`config.mk`:
```
export PLATFORM = sky130hd
export DESIGN_NAME = sync_fifo_param
export DESIGN_NICKNAME = d
export VERILOG_FILES = /design/src/rtl/fifo_pkg.sv /design/src/rtl/fifo_mem.sv /design/src/rtl/sync_fifo_param.sv
export SDC_FILE = /design/constraint.sdc
export NUM_CORES = 1
export LEC_CHECK = 0
export CELL_PAD_IN_SITES_DETAIL_PLACEMENT = 0
export CELL_PAD_IN_SITES_GLOBAL_PLACEMENT = 1
export CORE_MARGIN = 3
export CORE_UTILIZATION = 30
export DETAILED_ROUTE_END_ITERATION = 7
export PLACE_DENSITY_LB_ADDON = 0.12
export SKIP_LAST_GASP = 1
export SYNTH_ARGS = -nofsm -noshare
export SYNTH_HDL_FRONTEND = slang
export SYNTH_HIERARCHICAL = 1
export SYNTH_SLANG_ARGS = --single-unit
```
`constraint.sdc`:
```
create_clock -name clk -period 5.9 [get_ports clk]
set_clock_uncertainty 0.2 [all_clocks]
set_input_delay 1.18 -clock clk [delete_from_list [all_inputs] [get_ports clk]]
set_output_delay 1.18 -clock clk [all_outputs]
set_load 0.02 [all_outputs]
```
`src/rtl/fifo_pkg.sv`:
```
// fifo_pkg: shared defaults and a constant clog2 helper for the FIFO
package fifo_pkg;
  localparam int DEF_DATA_W = 8;
  localparam int DEF_DEPTH = 16;
  localparam int DEF_AF_LVL = DEF_DEPTH - 2;
  localparam int DEF_AE_LVL = 2;
  function automatic int clog2(input int v);
    int r;
    r = 0;
    while ((1 << r) < v) r++;
    return r;
  endfunction
endpackage

```
`src/rtl/fifo_mem.sv`:
```
// fifo_mem: DEPTH x DATA_W storage with one synchronous write and one synchronous read port
module fifo_mem #(
  parameter int DATA_W = 8,
  parameter int DEPTH = 16,
  parameter int PTR_W = 4
) (
  input  logic              clk,
  input  logic              wr,
  input  logic [PTR_W-1:0]  wr_addr,
  input  logic [DATA_W-1:0] wr_data,
  input  logic              rd,
  input  logic [PTR_W-1:0]  rd_addr,
  output logic [DATA_W-1:0] rd_data
);
  logic [DATA_W-1:0] mem [DEPTH];
  // read sees the old word when the same slot is written in the same cycle
  always_ff @(posedge clk) begin
    if (wr) mem[wr_addr] <= wr_data;
    if (rd) rd_data <= mem[rd_addr];
  end
endmodule

```
`src/rtl/sync_fifo_param.sv`:
```
// sync_fifo_param: single-clock FIFO with occupancy flags and sticky overflow/underflow
module sync_fifo_param import fifo_pkg::*; #(
  parameter int DATA_W = DEF_DATA_W,
  parameter int DEPTH = DEF_DEPTH,
  parameter int AF_LVL = DEPTH - 2,
  parameter int AE_LVL = DEF_AE_LVL,
  localparam int PTR_W = clog2(DEPTH),
  localparam int CNT_W = clog2(DEPTH) + 1
) (
  input  logic              clk,
  input  logic              rst,
  input  logic              wr_en,
  input  logic [DATA_W-1:0] data_in,
  input  logic              rd_en,
  input  logic              err_clr,
  output logic [DATA_W-1:0] data_out,
  output logic              rd_valid,
  output logic              full,
  output logic              empty,
  output logic              almost_full,
  output logic              almost_empty,
  output logic [CNT_W-1:0]  count,
  output logic              overflow,
  output logic              underflow
);
  localparam logic [CNT_W-1:0] FULL_C = CNT_W'(DEPTH);
  localparam logic [CNT_W-1:0] AF_C = CNT_W'(AF_LVL);
  localparam logic [CNT_W-1:0] AE_C = CNT_W'(AE_LVL);
  logic [PTR_W-1:0] wr_ptr, rd_ptr;
  logic [DATA_W-1:0] rd_data;
  logic wr_acc, rd_acc, has_data;
  assign full = count == FULL_C;
  assign empty = count == '0;
  assign almost_full = count >= AF_C;
  assign almost_empty = count <= AE_C;
  assign wr_acc = wr_en & (~full | rd_en);
  assign rd_acc = rd_en & ~empty;
  // memory keeps its last read word after reset, so data_out is masked until the first read
  assign data_out = has_data ? rd_data : '0;
  fifo_mem #(.DATA_W(DATA_W), .DEPTH(DEPTH), .PTR_W(PTR_W)) u_mem (
    .clk(clk),
    .wr(wr_acc & ~rst),
    .wr_addr(wr_ptr),
    .wr_data(data_in),
    .rd(rd_acc & ~rst),
    .rd_addr(rd_ptr),
    .rd_data(rd_data)
  );
  // pointers, occupancy, read strobe and sticky error flags (set wins over clear)
  always_ff @(posedge clk or posedge rst) begin
    if (rst) begin
      wr_ptr <= '0;
      rd_ptr <= '0;
      count <= '0;
      rd_valid <= 1'b0;
      has_data <= 1'b0;
      overflow <= 1'b0;
      underflow <= 1'b0;
    end else begin
      if (wr_acc) wr_ptr <= wr_ptr + PTR_W'(1);
      if (rd_acc) rd_ptr <= rd_ptr + PTR_W'(1);
      if (rd_acc) has_data <= 1'b1;
      count <= count + CNT_W'(wr_acc) - CNT_W'(rd_acc);
      rd_valid <= rd_acc;
      overflow <= (wr_en & full & ~rd_en) | (overflow & ~err_clr);
      underflow <= (rd_en & empty) | (underflow & ~err_clr);
    end
  end
endmodule

```
==> results of run 1 <==
placed cells by master (no fill, tap or decap), drive strengths merged, types with 4 or more instances in the layout:
master         count
dfrtp             17
nor2              15
clkbuf            20
a22oi             16
ha                13
nor3               4
edfxtp           136
clkinv             7
o21ai              4
mux4              32
clkdlybuf4s50     32
inv               16
and2               9
nand2             12
xnor2              7
how the worst min path moves through the flow:
stage,endpoint,cells past startpoint
floorplan,rd_ptr[3]$_DFFE_PP0P_,1
global placement,underflow$_DFF_PP0_,2
detailed placement,overflow$_DFF_PP0_,2
CTS,overflow$_DFF_PP0_,2
global route,overflow$_DFF_PP0_,2
finish,overflow$_DFF_PP0_,2
sequential cells by signal, indices dropped and copies added (netlist names):
register and flops:
overflow 1, rd_valid 1, wr_ptr 4, count 5, underflow 1, u_mem/rd_data 8, has_data 1, rd_ptr 4
u_mem/mem 128
cells by family after synthesis:
group / Yosys count / synth area share (%)
adders and majority gates: 14 / 2.938
muxes: 34 / 12.80
xor gates and xnor gates: 9 / 1.268
DFF: 153 / 72.53
buffers and inverters: 27 / 2.415
and+or+nand+nor: 56 / 4.870
AOI/OAI and AO/OA: 28 / 3.180
report_power, final:
part	total, mW	internal [mW]	switching, mW
clock network	1.00	0.611	0.393
logic	0.985	0.453	0.532
registers	1.41	1.32	0.0930
critical path: cells and delay by family:
| family | cells | cell delay, ns |
|---|---|---|
| buffers and inverters | 1 | 0.67 |
| AOI/OAI and AO/OA | 1 | 0.16 |
| and+or+nand+nor | 3 | 1.63 |
cell type report:
class / count / area share, %
Clock inverter: 11 / 1.447
Timing Repair Buffer: 35 / 4.663
Inverter: 16 / 0.8169
Tap cell: 270 / 4.595
Sequential cell: 153 / 61.35
Multi-Input combinational cell: 141 / 21.19
Clock buffer: 20 / 5.939
layer usage:
metal | part of all wire, % | up-vias | track usage [%]
met4 | 1.1 | 0 | 4.117
met3 | 3.7 | 10 | 3.392
met1 | 45 | 1523 | 16.13
met5 | 0 | - | 0
met2 | 50 | 49 | 21.02
li1 | - | 1363 | -
==> out/qor.tcl, run 1 <==
set qor(synth_enable_flop_cells) 136
set qor(ys.warnings.count) 6
set qor(postCtsHoldBufs) 0
set qor(hold_path_startpoint) {overflow$_DFF_PP0_}
set qor(ant_nets) 0
set qor(cts.repair.resized) 0
set qor(critical_path.endpoint) {u_mem/mem[0][0]$_DFFE_PP_}
set qor(clockRootBuffer) {clkbuf_16}
set qor(clock-sinks) 153
set qor(placement_rows) 52
set qor(timing.critical_path.from) {rd_en}
set qor(timing.rr.start) {count[2]$_DFF_PP0_}
set qor(clockBufferDepth) 2
set qor(dieHeight_um) 150.0
set qor(cts_max_level) 4
set qor(synth_area_mm2) 0.006217
set qor(worst_slew_margin_pct) 16.45
set qor(ff2ff_setup_slack_ns) 2.54
set qor(post-synth-top-count-cell) {edfxtp_1}
set qor(final_design_area_no_fill_mm2) 0.007352
set qor(cp_data_arrival_time_ns) 3.65
set qor(nets) 391
set qor(clkSlewWorstSetupHoldPaths_ns) 0.06
set qor(tightest_slew_ns) 1.244
set qor(grt_overflow) 0
set qor(detailedPlacementHpwl_um) 8655
set qor(synthFlopType) {edfxtp_1}
set qor(remaining_design_rule_violation_count) 0
set qor(layoutNonFillerInstCount) 646
set qor(crit_path_cell_trace) {clkdlybuf4s50_1 > o21ai_2 > nor2_1 > or3b_2 > nor3_1}
set qor(syn-instance-count) 321
set qor(slowest_stage) {nor3_1}
set qor(area.sequential_mm2) 0.004511
set qor(finalCriticalPeriod_ns) 3.819
set qor(worstPathMaxFanout) 8
set qor(wl_um) 13350
set qor(place_inst) 615
set qor(area_of_the_core_region_mm2) 0.02030
set qor(timing.final.ws_setup_ns) 2.081
set qor(detailedRoute.firstIterationViolations) 158
set qor(whs_ns) 0.3251
set qor(preCtsSetupSlack_ns) 1.565
set qor(multiInputGateArea_mm2) 0.001558
set qor(synthDominantCellAreaShare_pct) 65.69
set qor(detail_route.vias_per_cell) 4.559
set qor(first_global_vias) 3115
set qor(dieWidth_um) 150.0
set qor(setup_repair_after_global_routing_missed_its_margin) {false}
set qor(timing.final.setup_violations) 0
set qor(total_of_flip_flops_plus_latches_after_synthesis) 153
set qor(timing_max_transition_violations_final) 0
set qor(antenna_found_initial) 0
set qor(firstDrtPassIters) 4
set qor(setup_tns_ns) 0
set qor(postLayoutCoreUtil_pct) 36.22
set qor(holdCritPathClass) {reg -> reg}
set qor(synth.area.top_cells) {edfxtp_1, dfrtp_1, mux4_2, mux4_1, ha_1}
set qor(r2r-end) {u_mem/mem[0][0]$_DFFE_PP_}
set qor(cts_tree) {yes}
set qor(synth.cells.most_frequent) {edfxtp_1, mux4_2, dfrtp_1}
set qor(critical_path.max_stage_delay_ns) 0.86
set qor(synthDominantAreaCellType) {edfxtp_1}
set qor(postSynth.asyncResetShare_pct) 11.11
set qor(setup.worst_path.end_class) {flop}
set qor(grt_first_pass_wirelength_um) 19920
set qor(power-per-cell-area_mw_per_mm2) 462.7
set qor(area_delta_synth_final_pct) 18.25
set qor(drive_gt1_share_pct) 13.83
set qor(track_usage_pct) 12.65
set qor(p_leak_nw) 2.480
set qor(synth.avg_cell_area_um2) 19.37
set qor(seq_area_frac_synth_pct) 72.53
set qor(criticalPathCategory) {in -> reg}
set qor(cts.repair_timing.setup_buffer_count) 0
set qor(grt_max_degree) 36
set qor(cap_viol_max_count) 0
set qor(synth.distinct_cells) 39
set qor(post-route-period-util_pct) 64.73
set qor(design.die.area_mm2) 0.02249
set qor(max-vdd-ir-drop_v) 0.0001975
set qor(run_status) {complete, no violations}
set qor(insertion_delay_ns) 0.41
set qor(initial_utilization_pct) 30.63
set qor(via_count) 2945
set qor(syn-num-nets) 348
set qor(last_weighted_congestion_value_of_the_routability_driven_placer) 0.6921
set qor(kind_of_launch_point_of_the_worst_setup_path) {input port}
set qor(worstPathRequired_ns) 5.73
set qor(hold_violations) 0
set qor(fillCellCount) 1909
set qor(drt-wirelength-per-cell_um) 20.66
set qor(fmax_ghz) 0.2619
set qor(place_area_mm2) 0.006809
set qor(antenna-diode-count) 0
set qor(port_buffers) 32
set qor(top_level_ports) 33
set qor(timing.reg2reg.worst_path_depth) 7
set qor(cts-buffers-inserted) 17
set qor(post-layout-total-power_mw) 3.402
Power figures use the tool's default switching activity.
==> inputs of run 2 (changes only) <==
==> constraint.sdc (replaced) <==
create_clock -name clk -period 3.3 [get_ports clk]
set_clock_uncertainty 0.2 [all_clocks]
set_input_delay 0.66 -clock clk [delete_from_list [all_inputs] [get_ports clk]]
set_output_delay 0.66 -clock clk [all_outputs]
set_load 0.02 [all_outputs]
==> out/qor.tcl, run 2 (same netlist as run 1, synthesis figures left out) <==
set qor(setup.worst_path.end_class) {output port}
set qor(setup_tns_ns) 0
set qor(largestRegisters) {u_mem/mem: 128 flops, u_mem/rd_data: 8 flops, count: 5 flops}
set qor(cts_max_level) 4
set qor(run_status) {complete, no violations}
set qor(criticalPathCategory) {reg -> out}
set qor(antenna_found_initial) 0
set qor(wl_um) 13170
set qor(area_of_the_core_region_mm2) 0.02030
set qor(design.die.area_mm2) 0.02249
set qor(cts_tree) {yes}
set qor(grt_overflow) 0
set qor(via_count) 3028
set qor(post-route-period-util_pct) 96.00
set qor(cap_viol_max_count) 0
set qor(hold_violations) 0
set qor(final_design_area_no_fill_mm2) 0.007502
set qor(nets) 411
set qor(power.share.sequential_pct) 44.3
set qor(timing_max_transition_violations_final) 0
set qor(drt-wirelength-per-cell_um) 19.74
set qor(p_leak_nw) 2.570
set qor(top_register) {u_mem/mem}
set qor(largest_register_ff_count) 128
set qor(setup_repair_after_global_routing_missed_its_margin) {false}
set qor(cellInternalPower_mw) 4.172
set qor(cp_data_arrival_time_ns) 2.31
set qor(max-vdd-ir-drop_v) 0.0003771
set qor(remaining_design_rule_violation_count) 0
set qor(insertion_delay_ns) 0.41
set qor(pwr-share-clk_pct) 28.4
set qor(placement_rows) 52
set qor(clkSlewWorstSetupHoldPaths_ns) 0.06
set qor(area_delta_synth_final_pct) 20.67
set qor(worstPathRequired_ns) 2.44
set qor(timing.final.setup_violations) 0
set qor(dieHeight_um) 150.0
set qor(firstDrtPassIters) 5
set qor(worstPathMaxFanout) 5
set qor(tightest_slew_ns) 0.9016
set qor(top_level_ports) 33
set qor(grt_first_pass_wirelength_um) 20180
set qor(multiInputGateArea_mm2) 0.001558
set qor(worst_slew_margin_pct) 39.90
set qor(cts-buffers-inserted) 17
set qor(kind_of_launch_point_of_the_worst_setup_path) {flop}
set qor(mostFrequentLayoutCell) {edfxtp_1}
set qor(drive_gt1_share_pct) 19.90
set qor(detailedRoute.firstIterationViolations) 183
set qor(combinationalPowerShare_pct) 27.2
set qor(clockRootBuffer) {clkbuf_16}
set qor(mostFrequentLayoutCells) {edfxtp_1, clkdlybuf4s50_1, buf_4}
set qor(ant_nets) 0
set qor(switching_pwr_mw) 1.868
set qor(area.sequential_mm2) 0.004513
set qor(postCtsHoldBufs) 0
set qor(track_usage_pct) 12.62
set qor(fmax_ghz) 0.3157
set qor(detail_route.vias_per_cell) 4.540
set qor(fillCellCount) 1901
set qor(port_buffers) 32
set qor(clock-sinks) 153
set qor(detailedPlacementHpwl_um) 8688
set qor(antenna-diode-count) 0
set qor(power-per-cell-area_mw_per_mm2) 805.0
set qor(dieWidth_um) 150.0
set qor(clockBufferDepth) 2
set qor(last_weighted_congestion_value_of_the_routability_driven_placer) 0.7012
set qor(first_global_vias) 3295
set qor(initial_utilization_pct) 30.63
set qor(holdCritPathClass) {reg -> reg}
set qor(finalCriticalPeriod_ns) 3.168
set qor(swShare_pct) 30.93
set qor(grt_max_degree) 36
set qor(place_area_mm2) 0.006965
## run 2: changes by cell type in the layout (fill, tap and decap cells not counted), sizes merged
| cell | previous run | this run |
|---|---|---|
| clkinvlp | 2 | 4 |
| bufinv | 2 | 0 |
| clkinv | 7 | 8 |
| clkbuf | 20 | 17 |
| inv | 16 | 19 |
| buf | 3 | 23 |
## run 2: timing repair
item | in CTS | in global routing
setup endpoints to repair | 0 | 2
gates resized for setup | 0 | 3
buffers inserted | 0 | 1
## run 2: worst paths after layout
kind / slack (ns) / cells past startpoint / to / start
setup reg to reg: 0.23 / 13 / count[4]$_DFF_PP0_ / count[2]$_DFF_PP0_
hold / removal: 0.33 / 2 / overflow$_DFF_PP0_ / overflow$_DFF_PP0_
max in group asynchronous: 1.85 / 2 / count[2]$_DFF_PP0_ / rst
hold reg to reg: 0.33 / 2 / overflow$_DFF_PP0_ / overflow$_DFF_PP0_
min in group asynchronous: 0.56 / 2 / has_data$_DFFE_PP0P_ / rst
setup / recovery: 0.13 / 5 / empty / count[2]$_DFF_PP0_
## run 2: metrics by stage
stage | setup slack (ns) | total power [mW] | hold WS, ns | instances | utilization, %
3_3_place_gp | 0.1933 | 4.406 | 0.3034 | 634 | 34.31
6_report | 0.1320 | 6.039 | 0.3336 | 667 | 36.96
2_1_floorplan | 0.3045 | 3.785 | 0.2868 | 321 | -
3_5_place_dp | 0.1494 | 4.404 | 0.3259 | 634 | 34.31
5_1_grt | 0.02693 | 6.393 | 0.3523 | 667 | 36.96
4_1_cts | 0.04053 | 6.142 | 0.3343 | 666 | 36.91
## run 2: layout make-up
| type | count | share of cell area [%] |
|---|---|---|
| Tap cell | 270 | 4.503 |
| Clock buffer | 17 | 5.670 |
| Sequential cell | 153 | 60.16 |
| Clock inverter | 15 | 1.368 |
| Inverter | 16 | 0.8005 |
| Timing Repair Buffer | 55 | 6.738 |
| Multi-Input combinational cell | 141 | 20.76 |
## run 2: per-layer routing
metal,vias up,GRT usage [%],wire [µm]
met1,1578,16.28,5990
met2,33,21.13,6659
met5,-,0,0
met4,0,4.529,170
li1,1406,-,-
met3,11,2.604,345
## run 2: worst max-delay path, cell delays in order, from the launching register on
cell and delay (ns):
dfrtp_2 0.45, inv_2 0.08, ha_1 0.16, or4b_4 0.50, inv_1 0.09, clkdlybuf4s50_1 0.61
## run 2: power by group through the flow
stage	registers, mW	logic [mW]	clock network (mW)
2_1_floorplan	2.56	1.22	0
3_3_place_gp	2.72	1.68	0
3_5_place_dp	2.73	1.67	0
4_1_cts	2.69	1.68	1.77
6_report	2.68	1.65	1.72
5_1_grt	2.73	1.81	1.85
==> patch: new RTL, flow settings as in run 2 <==
Make the reset (`rst`) synchronous in one clocked block.
--- a/src/rtl/sync_fifo_param.sv
+++ b/src/rtl/sync_fifo_param.sv
@@ -47,7 +47,7 @@
     .rd_data(rd_data)
   );
   // pointers, occupancy, read strobe and sticky error flags (set wins over clear)
-  always_ff @(posedge clk or posedge rst) begin
+  always_ff @(posedge clk) begin
     if (rst) begin
       wr_ptr <= '0;
       rd_ptr <= '0;
Formal check against the unedited RTL: differs if rst is asserted again (counterexample within 4 cycles, from zero or initial values and one cycle with rst high); with rst held inactive, the same outputs for 10 cycles.
==> patch against run 2 <==
  * Power shrank 12%
  * Core utilization is 0.69 points higher
  * Sequential cell count unchanged
  * Final area up 2.2%
  * Setup slack gained 95 ps
  * Cell count up 5.1%
  * Largest power group unchanged
  * Wire length is 5.8% higher
  * Area after synthesis up 0.83%
  * Sequential share of layout area shrank 2.4 points
==> patch: results <==
outcome:
  status: "finished clean"
pwr:
  vdd_drop_max_uv: 323.3
  p_int_mw: 3.868
  p_clk_mw: 1.93
  seq-power_mw: 2.31
  p_leak_nw: 2.562
  total_power_mw: 5.302
timing:
  hold_ws_ps: 299.6
  worst_pin_slew_ps: 878.4
logic_synthesis:
  ys_types: 45
  avgSynthCellArea_um2: 17.96
  synthFlopType: "edfxtp_1"
  ys_top_cells_by_area: "edfxtp_1, mux4_2, mux4_1, dfxtp_1, ha_1"
  synth_common_cells: "edfxtp_1, nor2_1, mux4_2"
  synthArstFlopShare_pct: 0
  synth-seq-area-share_pct: 70.58
  syn_nets: 376
placement:
  post-dp-hpwl_mm: 8.841
  pre_cts_slack_ps: 56.77
  place_congestion: 0.6846
  place_area_um2: 7077
  numPlacedInstances: 669
global_route:
  grt_pass1_vias: 3434
  grt_usage_pct: 13.26
  grt_pass1_wl_mm: 21.45
  antenna_found_initial: 0
worst_hold_path:
  hold_path.class: "reg -> reg"
  hold_start: "overflow"
  hold_end: "overflow"
route:
  firstDrtPassIters: 4
  vias: 3253
  wl_per_cell_um: 19.87
  drtIter0Drc: 198
setup_path:
  regToRegEndpoint: "count[4]"
  r2r_slack_ps: 230
  cp.arrival_ps: 3180
  crit_slowest_cell: "or4b_4"
  r2r_cells: 13
  crit_path_max_incr_delay_ps: 520
  worstReg2RegStart: "count[2]"
layout:
  final_nets: 445
  final_cells: 701
  final_layout_size_suffix_gt1_share_pct: 20.88
cts:
  cts-htree-levels: 4
[patch: cell families after synthesis]
group                    count (synthesis)  share of synthesized area, %
buffers and inverters                   28                         2.495
flip-flops                             153                         70.58
AND/OR/NAND/NOR                         77                         6.467
multiplexers                            37                         13.21
AO/OA/AOI/OAI                           39                         4.192
adder cells (fa/ha/maj)                 14                         2.914
XOR/XNOR                                 1                        0.1397
[patch: worst max-delay path, delay by kind of cell, from the launching register on]
| kind | cells | cell delay (ps) |
|---|---|---|
| muxes | 1 | 260 |
| buffers and inverters | 4 | 330 |
| adders and majority gates | 4 | 1030 |
| AOI/OAI and AO/OA | 2 | 230 |
| and+or+nand+nor | 2 | 560 |
| DFF | 1 | 350 |
[patch: repair_timing]
action / 4_1_cts / 5_1_grt
gates resized for setup: 1 / 0
buffers inserted: 0 / 0
endpoints found under the setup margin: 1 / 0
[patch: layer usage]
layer / share of wire [%] / global-route usage [%] / routed length (um) / up-vias
met5: 0 / 0 / 0 / -
met4: 1.2 / 4.666 / 164 / 0
met3: 2.7 / 3.131 / 375 / 10
met2: 49 / 20.63 / 6811 / 53
met1: 47 / 18.25 / 6577 / 1664
li1: - / - / - / 1526
[patch: worst max-delay path by stage]
stage	slack, ps	to	startpoint	cells past startpoint
2_1_floorplan	20	u_mem/mem[0][0]	count[2]	9
3_3_place_gp	80	count[4]	rd_en	12
3_5_place_dp	60	count[4]	rd_en	12
4_1_cts	210	count[4]	count[2]	13
5_1_grt	30	count[4]	count[3]	13
6_report	230	count[4]	count[2]	13
[patch: area by class of cell]
class / instances / area, um^2
clock buffers: 17 / 425.4
fillers: 1887 / 12700
multi-input cells: 168 / 1688
repair buffers: 64 / 571.8
flip-flops and latches: 153 / 4425
inverters: 14 / 52.55
well taps: 270 / 337.8
clock inverters: 15 / 165.2
